$ cat src/rtl/pid_scheduler_pkg.sv
// Shared types and helpers for the time-multiplexed PID scheduler.
package pid_scheduler_pkg;

  typedef enum logic [2:0] {StIdle, StLoad, StMult, StAcc, StWrite} pid_state_e;

  typedef enum logic [1:0] {
    GselKp   = 2'd0,
    GselKi   = 2'd1,
    GselKd   = 2'd2,
    GselNone = 2'd3
  } gain_sel_e;

  localparam int unsigned AccWDefault = 24;

  // Clamp a signed controller output into the unsigned duty range 0..pwm_max.
  function automatic logic [31:0] sat_pwm(input logic signed [31:0] u, input int pwm_max);
    if (u < 0) return '0;
    if (u > pwm_max) return 32'(pwm_max);
    return u;
  endfunction

endpackage

$ cat src/rtl/pid_scheduler_if.sv
// Command/feedback/duty bundle of the PID scheduler.
// Gain write port present only when PID_GAIN_WRITE_EN is defined.
interface pid_scheduler_if #(
  parameter int unsigned N  = 8,
  parameter int unsigned CH = 4
);
  logic              enable;
  logic [CH*N-1:0]   set_val;
  logic [CH*N-1:0]   enc;
  logic [CH*N-1:0]   pwm;
  logic [CH-1:0]     pwm_valid;
  logic              busy;
  logic              tick_miss;
`ifdef PID_GAIN_WRITE_EN
  logic              gain_we;
  logic [1:0]        gain_sel;
  logic [N-1:0]      gain_data;
`endif

  modport master (
`ifdef PID_GAIN_WRITE_EN
    output gain_we, gain_sel, gain_data,
`endif
    output enable, set_val, enc,
    input  pwm, pwm_valid, busy, tick_miss
  );

  modport slave (
`ifdef PID_GAIN_WRITE_EN
    input  gain_we, gain_sel, gain_data,
`endif
    input  enable, set_val, enc,
    output pwm, pwm_valid, busy, tick_miss
  );
endinterface

$ cat src/rtl/pid_scheduler_tick_gen.sv
// Free-running divider: one-cycle tick every TickDiv clocks.
module pid_scheduler_tick_gen #(
  parameter int unsigned TickDiv = 75000
) (
  input  logic clk,
  input  logic rst_n,
  output logic tick_o
);
  localparam int unsigned CntW = (TickDiv > 1) ? $clog2(TickDiv) : 1;

  logic [CntW-1:0] cnt_q, cnt_d;

  always_comb begin
    tick_o = (cnt_q == CntW'(TickDiv - 1));
    cnt_d  = tick_o ? '0 : cnt_q + 1'b1;
  end

  always_ff @(posedge clk or negedge rst_n) begin
    if (!rst_n) cnt_q <= '0;
    else        cnt_q <= cnt_d;
  end
endmodule

$ cat src/rtl/pid_scheduler.sv
// One velocity-form PID datapath shared across CH motor channels, swept once per tick.
// Define PID_GAIN_WRITE_EN for run-time writable gains (latched per sweep).
module pid_scheduler import pid_scheduler_pkg::*; #(
  parameter int unsigned N        = 8,
  parameter int unsigned CH       = 4,
  parameter int unsigned TICK_DIV = 75000,
  parameter int unsigned ACC_W    = AccWDefault,
  parameter int          KP       = 40,
  parameter int          KI       = 8,
  parameter int          KD       = 2,
  parameter int          PWM_MAX  = 127
) (
  input logic             clk,
  input logic             rst_n,
  pid_scheduler_if.slave  bus
);
  localparam int unsigned ChW = (CH > 1) ? $clog2(CH) : 1;
  localparam int unsigned EW  = N + 1;

  logic tick;

  pid_scheduler_tick_gen #(.TickDiv(TICK_DIV)) u_tick (
    .clk   (clk),
    .rst_n (rst_n),
    .tick_o(tick)
  );

  pid_state_e               state_q;
  logic [ChW-1:0]           ch_q;
  logic                     busy_q, tick_miss_q;
  logic [CH-1:0]            pwm_valid_q;
  logic [N-1:0]             pwm_q [CH];
  logic signed [EW-1:0]     e1_q  [CH];
  logic signed [EW-1:0]     e2_q  [CH];
  logic signed [ACC_W-1:0]  acc_q [CH];

  logic signed [EW-1:0]     e_q, e1_cur_q, e2_cur_q;
  logic signed [ACC_W-1:0]  acc_cur_q, p_q, i_q, d_q, u_q;
  logic signed [ACC_W-1:0]  kp_w, ki_w, kd_w;

  logic signed [N-1:0]      sv_ch, enc_ch;
  logic signed [EW-1:0]     e_new;
  logic [N-1:0]             sat;

  assign sv_ch  = bus.set_val[ch_q*N +: N];
  assign enc_ch = bus.enc[ch_q*N +: N];
  assign e_new  = {sv_ch[N-1], sv_ch} - {enc_ch[N-1], enc_ch};
  assign sat    = N'(sat_pwm(32'(u_q), PWM_MAX));

`ifdef PID_GAIN_WRITE_EN
  logic signed [N-1:0] kp_q, ki_q, kd_q, kp_sh_q, ki_sh_q, kd_sh_q;

  assign kp_w = ACC_W'(kp_sh_q);
  assign ki_w = ACC_W'(ki_sh_q);
  assign kd_w = ACC_W'(kd_sh_q);

  always_ff @(posedge clk or negedge rst_n) begin
    if (!rst_n) begin
      kp_q    <= N'(KP);
      ki_q    <= N'(KI);
      kd_q    <= N'(KD);
      kp_sh_q <= N'(KP);
      ki_sh_q <= N'(KI);
      kd_sh_q <= N'(KD);
    end else begin
      if (bus.gain_we) begin
        case (bus.gain_sel)
          GselKp:  kp_q <= bus.gain_data;
          GselKi:  ki_q <= bus.gain_data;
          GselKd:  kd_q <= bus.gain_data;
          default: ;
        endcase
      end
      // Gains only change between sweeps so all channels of one sweep agree.
      if (state_q == StLoad && ch_q == '0) begin
        kp_sh_q <= kp_q;
        ki_sh_q <= ki_q;
        kd_sh_q <= kd_q;
      end
    end
  end
`else
  assign kp_w = ACC_W'(KP);
  assign ki_w = ACC_W'(KI);
  assign kd_w = ACC_W'(KD);
`endif

  always_ff @(posedge clk or negedge rst_n) begin
    if (!rst_n) begin
      state_q     <= StIdle;
      ch_q        <= '0;
      busy_q      <= 1'b0;
      tick_miss_q <= 1'b0;
      pwm_valid_q <= '0;
      e_q         <= '0;
      e1_cur_q    <= '0;
      e2_cur_q    <= '0;
      acc_cur_q   <= '0;
      p_q         <= '0;
      i_q         <= '0;
      d_q         <= '0;
      u_q         <= '0;
      for (int c = 0; c < CH; c++) begin
        pwm_q[c] <= '0;
        e1_q[c]  <= '0;
        e2_q[c]  <= '0;
        acc_q[c] <= '0;
      end
    end else begin
      pwm_valid_q <= '0;
      tick_miss_q <= tick && (state_q != StIdle);
      unique case (state_q)
        StIdle: begin
          if (!bus.enable) begin
            for (int c = 0; c < CH; c++) begin
              pwm_q[c] <= '0;
              e1_q[c]  <= '0;
              e2_q[c]  <= '0;
              acc_q[c] <= '0;
            end
          end else if (tick) begin
            ch_q    <= '0;
            busy_q  <= 1'b1;
            state_q <= StLoad;
          end
        end
        StLoad: begin
          e_q       <= e_new;
          e1_cur_q  <= e1_q[ch_q];
          e2_cur_q  <= e2_q[ch_q];
          acc_cur_q <= acc_q[ch_q];
          state_q   <= StMult;
        end
        StMult: begin
          p_q     <= kp_w * (ACC_W'(e_q) - ACC_W'(e1_cur_q));
          i_q     <= ki_w * ACC_W'(e_q);
          d_q     <= kd_w * (ACC_W'(e_q) - (ACC_W'(e1_cur_q) <<< 1) + ACC_W'(e2_cur_q));
          state_q <= StAcc;
        end
        StAcc: begin
          u_q     <= acc_cur_q + p_q + i_q + d_q;
          state_q <= StWrite;
        end
        StWrite: begin
          pwm_q[ch_q]       <= sat;
          pwm_valid_q[ch_q] <= 1'b1;
          acc_q[ch_q]       <= ACC_W'(sat);  // clamped value stored: anti-windup
          e2_q[ch_q]        <= e1_cur_q;
          e1_q[ch_q]        <= e_q;
          if (ch_q == ChW'(CH - 1)) begin
            busy_q  <= 1'b0;
            state_q <= StIdle;
          end else begin
            ch_q    <= ch_q + 1'b1;
            state_q <= StLoad;
          end
        end
        default: state_q <= StIdle;
      endcase
    end
  end

  for (genvar g = 0; g < CH; g++) begin : g_pwm
    assign bus.pwm[g*N +: N] = pwm_q[g];
  end

  assign bus.pwm_valid = pwm_valid_q;
  assign bus.busy      = busy_q;
  assign bus.tick_miss = tick_miss_q;
endmodule
$ cat src/flat_wrapper.sv
// flat-port wrapper written by rule: the top's interface ports become plain ports
module pid_scheduler_flat import pid_scheduler_pkg::*;
#(
  parameter int unsigned N        = 8,
  parameter int unsigned CH       = 4,
  parameter int unsigned TICK_DIV = 75000,
  parameter int unsigned ACC_W    = AccWDefault,
  parameter int          KP       = 40,
  parameter int          KI       = 8,
  parameter int          KD       = 2,
  parameter int          PWM_MAX  = 127
)
  (clk, rst_n, bus_enable, bus_set_val, bus_enc, bus_pwm, bus_pwm_valid, bus_busy, bus_tick_miss);
  pid_scheduler_if #(.N(N), .CH(CH)) bus_i ();
  input logic clk;
  input logic rst_n;
  input wire logic [$bits(bus_i.enable)-1:0] bus_enable;
  input wire logic [$bits(bus_i.set_val)-1:0] bus_set_val;
  input wire logic [$bits(bus_i.enc)-1:0] bus_enc;
  output wire logic [$bits(bus_i.pwm)-1:0] bus_pwm;
  output wire logic [$bits(bus_i.pwm_valid)-1:0] bus_pwm_valid;
  output wire logic [$bits(bus_i.busy)-1:0] bus_busy;
  output wire logic [$bits(bus_i.tick_miss)-1:0] bus_tick_miss;
  assign bus_i.enable = bus_enable;
  assign bus_i.set_val = bus_set_val;
  assign bus_i.enc = bus_enc;
  assign bus_pwm = bus_i.pwm;
  assign bus_pwm_valid = bus_i.pwm_valid;
  assign bus_busy = bus_i.busy;
  assign bus_tick_miss = bus_i.tick_miss;
  pid_scheduler #(.N(N), .CH(CH), .TICK_DIV(TICK_DIV), .ACC_W(ACC_W), .KP(KP), .KI(KI), .KD(KD), .PWM_MAX(PWM_MAX)) u_core (.clk(clk), .rst_n(rst_n), .bus(bus_i));
endmodule
$ cat config.mk
export PLATFORM = sky130hd
export DESIGN_NAME = pid_scheduler_flat
export DESIGN_NICKNAME = d
export VERILOG_FILES = /design/src/rtl/pid_scheduler_pkg.sv /design/src/rtl/pid_scheduler_if.sv /design/src/rtl/pid_scheduler_tick_gen.sv /design/src/rtl/pid_scheduler.sv /design/src/flat_wrapper.sv
export SDC_FILE = /design/constraint.sdc
export NUM_CORES = 1
export LEC_CHECK = 0
export ABC_CLOCK_PERIOD_IN_PS = 9400
export CELL_PAD_IN_SITES_DETAIL_PLACEMENT = 1
export CELL_PAD_IN_SITES_GLOBAL_PLACEMENT = 2
export CORE_MARGIN = 3
export CORE_UTILIZATION = 42
export DETAILED_ROUTE_END_ITERATION = 10
export PLACE_DENSITY = 0.93
export SYNTH_ARGS = -nofsm -noshare
export SYNTH_HDL_FRONTEND = slang
export SYNTH_SLANG_ARGS = --single-unit
$ cat constraint.sdc
create_clock -name clk -period 9.4 [get_ports clk]
set_input_delay 1.88 -clock clk [delete_from_list [all_inputs] [get_ports clk]]
set_output_delay 1.88 -clock clk [all_outputs]
set_load 0.005 [all_outputs]
==> results of run 1 <==
## cell usage after synthesis, drive strengths merged, types with 14 or more instances
| master | n | area (µm²) |
|---|---|---|
| nand3 | 22 | 110.1 |
| nor2b | 15 | 93.84 |
| xor2 | 19 | 166.4 |
| inv | 146 | 548.0 |
| fa | 38 | 760.7 |
| nand2 | 137 | 514.2 |
| o31ai | 14 | 110.1 |
| nor2 | 61 | 229.0 |
| nor3 | 18 | 90.09 |
| a22o | 102 | 893.4 |
| ha | 89 | 1114 |
| a21oi | 36 | 195.2 |
| buf | 30 | 140.1 |
| mux4 | 42 | 945.9 |
| dfrtp | 233 | 5831 |
| clkbuf | 30 | 112.6 |
| xnor2 | 28 | 245.2 |
| o21ai | 92 | 464.2 |
## state kept, by name, indices dropped and copies added (netlist names), 12 cells and up
register / cells
u_core.p_q: 21
u_core.e2_q: 36
u_core.acc_q: 32
u_core.u_tick.cnt_q: 17
u_core.d_q: 12
u_core.u_q: 24
u_core.e1_q: 36
## power by group through the flow
stage / sequential, mW / combinational [mW] / clock (mW)
3_5_place_dp: 1.02 / 0.135 / 0
5_1_grt: 1.01 / 0.150 / 1.20
3_3_place_gp: 1.02 / 0.132 / 0
4_1_cts: 1.01 / 0.137 / 1.16
6_report: 1.01 / 0.135 / 1.14
2_1_floorplan: 1.02 / 0.0668 / 0
## placed cells by master, fill, tap and decap left out, drive strengths merged, types with 4 or more instances in the layout
master,synthesis,routed
a21boi,5,5
a21o,11,11
a21oi,36,36
a22o,102,102
a31oi,7,7
and2,6,6
and3,12,12
buf,30,17
bufinv,0,4
clkbuf,30,38
clkdlybuf4s50,0,103
clkinv,0,8
dfrtp,233,233
fa,38,38
ha,89,89
inv,146,146
mux4,42,42
nand2,137,137
nand3,22,22
nand4,7,7
nor2,61,61
nor2b,15,15
nor3,18,18
nor3b,5,5
nor4,8,8
o211ai,4,4
o21a,11,11
o21ai,92,92
o31ai,14,14
xnor2,28,28
xor2,19,19
## critical path: cells and delay by family, from the launching register on
| family | cells | cell delay [ns] |
|---|---|---|
| compound gates | 7 | 1.32 |
| xor+xnor | 1 | 0.31 |
| flops | 1 | 0.56 |
| fa+ha+maj | 4 | 1.31 |
| simple gates | 3 | 0.69 |
| buf+inv | 1 | 0.11 |
## worst paths after layout
kind,to,cells past startpoint
max,u_core.p_q[17],16
min,u_core.u_tick.cnt_q[0],1
max reg2reg,u_core.p_q[17],16
min reg2reg,u_core.u_tick.cnt_q[0],1
max in group asynchronous,u_core.ch_q[1],2
min in group asynchronous,u_core.acc_q[74],1
## through the flow
step | util, % | area, µm²
floorplan | - | 13530
global placement | 47.31 | 14970
detailed placement | 47.31 | 14970
CTS | 50.39 | 15940
global route | 50.39 | 15940
finish | 50.39 | 15940
## area by class of cell
cell class / count / area [µm²] / share of cell area (%)
clock inverters: 12 / 175.2 / 1.099
well taps: 402 / 503.0 / 3.155
multi-input cells: 836 / 6918 / 43.40
clock buffers: 38 / 798.3 / 5.007
inverters: 146 / 548.0 / 3.438
repair buffers: 120 / 1166 / 7.315
flip-flops and latches: 233 / 5833 / 36.59
## per-layer routing
layer	up-vias	track usage [%]	wire, µm
li1	4645	-	-
met1	5308	28.10	16100
met2	253	36.61	18010
met3	60	2.853	1459
met4	0	5.582	888
met5	-	0	0
## cells by family (layout without fill, tap and decap cells)
logic type,count (synthesis),count (layout)
compound gates,308,308
xor+xnor,47,47
fa+ha+maj,127,127
buf+inv,206,316
flops,233,233
mux,43,43
simple gates,311,311
==> impl_results.md, run 1 <==
- Status: finished, final reports clean
- Total core area: 0.03164 mm²
- Psw: 0.5117 mW
- Cell area power density: 142.9 mW/mm²
- Final Skew: around 0.02 ns
- Compound-Gate Fraction of Synth Area: 16.32%
- Placed Cells: 1737
- Boundary Pins: 105
- Setup TNS: 0 ns
- DR vias/cell: 5.745
- H-tree depth: 1
- # hold bufs at CTS: 0
- CTS root buf: clkbuf_16
- Critical path arrival: 4.86 ns
- Worst-Skew Late Latency: 0.55 ns
- FILL cells: 3407
- Post-DP HPWL: 25100 µm
- Die Width: between 150 and 200 µm
- Worst Max-Slew Pin Slew: roughly 1.0 ns
- Post-synthesis adder-cell area fraction: 13.85%
- CTS tree: done
- Nets: 1559
- Initial antenna violation count: 0
- Dominant combinational cell family by area after synthesis: compound AO/OA/AOI/OAI gates
- Diode count: 0
- Simple-Gate Fraction of Synth Area: 10.69%
- Syn_nets: approximately 1500
- RSZ-0062 raised after global routing: false
- Placer Congestion: 0.7860
- Final WS setup: 5.011 ns
- TritonRoute pass-1 iters: 5
- Cells after Synth: 1275
- Pint: around 1.8 mW
- Share of total power in combinational logic: 5.9%
- R2r startpoint: u_core.e_q[0]
- CTS resizes: 0
- Cell Rows: 65
- Share of cells above drive strength 1: a little under a tenth
- Vias in the first global route: between 10000 and 15000
- Crit path launch: u_core.e_q[0]
- Clk buf depth: 3
- Type of origin of the critical path: flip-flop
- Worst slack, placed: approximately 4.7 ns
- Ys Warns: 0
- Remaining DRCs: 0
- Die height: 185.5 µm
- Post-Synth XOR/XNOR Area: 3.043%
- Remaining Overflow, GRT: 0
- Clock power frac: approximately half
- All-Layer GR Usage: around a fifth
- Initial core utilization: 42.76%
- Hold Crit Class: reg2reg
- Final period utilization: 46.69%
- Layout area overhead: 17.83%
- I/O Buffers: 104
- Drt initial violations: approximately 580
- FF-to-FF setup slack: approximately 5 ns
- Leakage: 7.551 nW
- Reg clk slew, reported paths: 0.06 ns
- Final ANT Viol Nets: 0
- Post-synth ARST share: 100.0%
- Fin cells: 1787
- Min Hold Slack: 0.4580 ns
- Crit-path slowest cell: dfrtp_1
- Syn Area/Cell: 10.61 µm²
- Critical path type: reg2reg
- Yosys reg bits: ~230
- Final hold vios: 0
- Cts bufs inserted: 28
- Worst Path Required: 9.87 ns
- Sequential Power Share: 44.2%
- Worst rel slew slack: 31.43%
- First-pass GRT wire length: 58850 µm
- Final Power: 2.277 mW
- Largest net degree at the start of global routing: 104
- Synth unique cells: 63
- Setup violators final: 0
- Die Area: 0.03440 mm²
- DR WL/cell: 20.40 µm
- Mux share of post-synthesis cell area: 7.075%
- Ys flop type: dfrtp_1
- Number of enable flip-flop cells after synthesis: 0
- Clock Sinks: approximately 230
- Crit-path cells: inv_1 > ha_1 > fa_1 > nor2b_1 > o21ai_0 > a21boi_0 > o21ai_0 > a21oi_1 > xor2_1 > ha_1 > ha_1 > nor2b_1 > o21ai_0 > o31ai_1 > nor3_1 > a21o_1
- Hold path start: u_core.u_tick.cnt_q[0]
- Maximum VDD drop: 0.0001235 V
- Max-Cap Viols: 0
- Post-CTS Setup Inserts: 0
- Mapped cell area: roughly 0.014 mm²
- Largest stage delay on the critical path: roughly 0.56 ns
- Register area share after synthesis: 43.10%
- Final slew viol count: 0
- DR vias: 10270
- CP max FO: 7
- CP endpoint kind: flip-flop
- Sw frac: 22.47%
- Routed wire length: 36450 µm
- Final Critical Period: 4.389 ns
- Peak Freq: 0.2278 GHz
Power figures use the tool's default switching activity.
==> run 2, diff against run 1 <==
Settings changed: ABC_CLOCK_PERIOD_IN_PS 9400 to 4000, CORE_UTILIZATION 42 to 35, PLACE_DENSITY 0.93 to 0.83.
Clock period 9.4 ns to 4 ns, I/O delays scaled along.
==> run 2 against run 1 <==
Compared with the run above: sequential share of layout area shrank 0.69 points; first-iteration DRC count shrank 17%; non-clock buffer count grew 15; power grew 140%; maximum frequency grew 20%; die area grew 19%; cell count grew 6.8%; combinational power grew 150%; sequential power grew 130%.
==> impl_results.md, run 2 (same netlist as run 1, synthesis figures left out) <==
- Status: finished, final reports clean
- Post-DP HPWL: 25740 µm
- Final Skew: 0.009290 ns
- Share of cells above drive strength 1: 10.37%
- Multi-input gate area: 0.006948 mm²
- Setup TNS: 0 ns
- Drt initial violations: 485
- Setup violators final: 0
- Layout area overhead: 20.16%
- Initial antenna violation count: 0
- Critical path arrival: 4.03 ns
- Routed wire length: 36520 µm
- Final ANT Viol Nets: 0
- RSZ-0062 raised after global routing: false
- Worst-Skew Late Latency: 0.53 ns
- Max-Cap Viols: 0
- Final Power: approximately 5.4 mW
- Cell Rows: 71
- Initial core utilization: 35.75%
- Biggest registers after layout: u_core.e1_q (36), u_core.e2_q (36), u_core.acc_q (32)
- Peak Freq: ~0.27 GHz
- Die Area: approximately 0.04 mm²
- Final Cell Area: roughly 0.016 mm²
- CP max FO: 2
- Final period utilization: 91.12%
- FF-to-FF path depth: 18
- FILL cells: approximately 4200
- Worst Path Required: 4.39 ns
- Leakage: 7.641 nW
- All-Layer GR Usage: 17.86%
- Cts bufs inserted: 27
- Die height: 202.6 µm
- Area after DPL: around 0.015 mm²
- Maximum VDD drop: 0.0002727 V
- Most frequent cells in the layout: 230 x dfrtp_1, 146 x inv_1, 137 x nand2_1, 103 x clkdlybuf4s50_1, 102 x a22o_1
- Diode count: 0
- Worst rel slew slack: roughly 36%
- Hold Crit Class: in2async
- First-pass GRT wire length: 60320 µm
- CP endpoint kind: flip-flop
- Reg clk slew, reported paths: about 0.060 ns
- Worst Setup EP: u_core.p_q[22]
- Crit path launch: u_core.e_q[0]
- Boundary Pins: 105
- Remaining DRCs: 0
- Remaining Overflow, GRT: 0
- Total core area: 0.03784 mm²
- CTS tree: done
- Fin cells: 1909
- H-tree depth: 1
- Vias in the first global route: between 10000 and 15000
- Cell area power density: 333.8 mW/mm²
- Critical path type: reg2reg
- Worst Max-Slew Pin Slew: 0.9610 ns
- Die Width: 202.6 µm
- DR WL/cell: 19.13 µm
- I/O Buffers: 104
- R2r startpoint: u_core.e_q[0]
- TritonRoute pass-1 iters: 5
- Clk buf depth: 3
- Most common cell after layout, fill and taps aside: dfrtp_1
- Final slew viol count: 0
- Worst reg2reg path endpoint: u_core.p_q[22]
- Final Critical Period: 3.645 ns
- Placer Congestion: 0.8053
- Largest net degree at the start of global routing: between 100 and 150
- Final hold vios: 0
- Clock Sinks: between 200 and 250
- DR vias/cell: 5.243
- Nets: between 1500 and 2000
- Type of origin of the critical path: flip-flop
- CTS root buf: clkbuf_16
- FF-to-FF setup slack: 0.36 ns
- Register area: slightly below 0.006 mm²
- Placed Cells: ~1900
- DR vias: 10010
## run 2: power breakdown
group | switching, mW | internal [mW] | leakage (nW)
Clock | 1.01 | 1.71 | 0.487
Combinational | 0.186 | 0.151 | 3.96
Sequential | 0.00402 | 2.36 | 3.19
## run 2: worst min path at each step
| stage | startpoint | endpoint | slack (ns) | cells after the start |
|---|---|---|---|---|
| after floorplan | u_core.u_tick.cnt_q[0] | u_core.u_tick.cnt_q[0] | 0.43 | 1 |
| after detailed placement | u_core.u_tick.cnt_q[0] | u_core.u_tick.cnt_q[0] | 0.45 | 1 |
| final | rst_n | u_core.u_q[20] | 0.35 | 1 |
| after CTS | rst_n | u_core.u_q[20] | 0.38 | 1 |
| after global placement | u_core.u_tick.cnt_q[0] | u_core.u_tick.cnt_q[0] | 0.44 | 1 |
| after global routing | rst_n | u_core.u_q[13] | 0.42 | 1 |
## run 2: cell type report
cell class	count	area share, %
multi-input cells	836	42.74
flip-flops and latches	233	35.90
repair buffers	135	8.020
clock buffers	35	4.649
well taps	511	3.933
inverters	146	3.371
clock inverters	13	1.385
## run 2: routing by layer
| metal | share of wire [%] | global-route usage [%] | up-vias |
|---|---|---|---|
| met5 | 0 | 0 | - |
| met3 | 3.6 | 2.453 | 40 |
| met2 | 48 | 29.83 | 198 |
| met1 | 47 | 25.23 | 5101 |
| met4 | 1.7 | 3.316 | 0 |
| li1 | - | - | 4670 |
## run 2: critical path: stages (launching register included)
cell and delay (ns):
dfrtp_1 0.36, inv_1 0.06, ha_1 0.20, fa_1 0.40
nor2b_1 0.14, o21ai_1 0.09, a21boi_1 0.21, nor2_1 0.10
ha_1 0.31, inv_1 0.08, fa_1 0.48, nor2b_1 0.13
o21ai_0 0.08, nand2_1 0.11, nand3_1 0.12, a31oi_1 0.20
ha_1 0.20, xor2_1 0.13, o21ai_0 0.08
## run 2: repair_timing
action | CTS | global route
buffers inserted | 0 | 1
gates resized for setup | 0 | 6
hold buffers | 0 | 0
endpoints found under the setup margin | 0 | 10
## run 2: metrics by stage
stage          utilization, %  worst slack (ns)  hold WS [ns]
3_3_place_gp            40.32            0.2193        0.4410
3_5_place_dp            40.32            0.1579        0.4510
6_report                42.96            0.3552        0.3548
2_1_floorplan               -            0.4762        0.4251
5_1_grt                 42.96          0.004794        0.4248
4_1_cts                 42.91            0.1238        0.3822
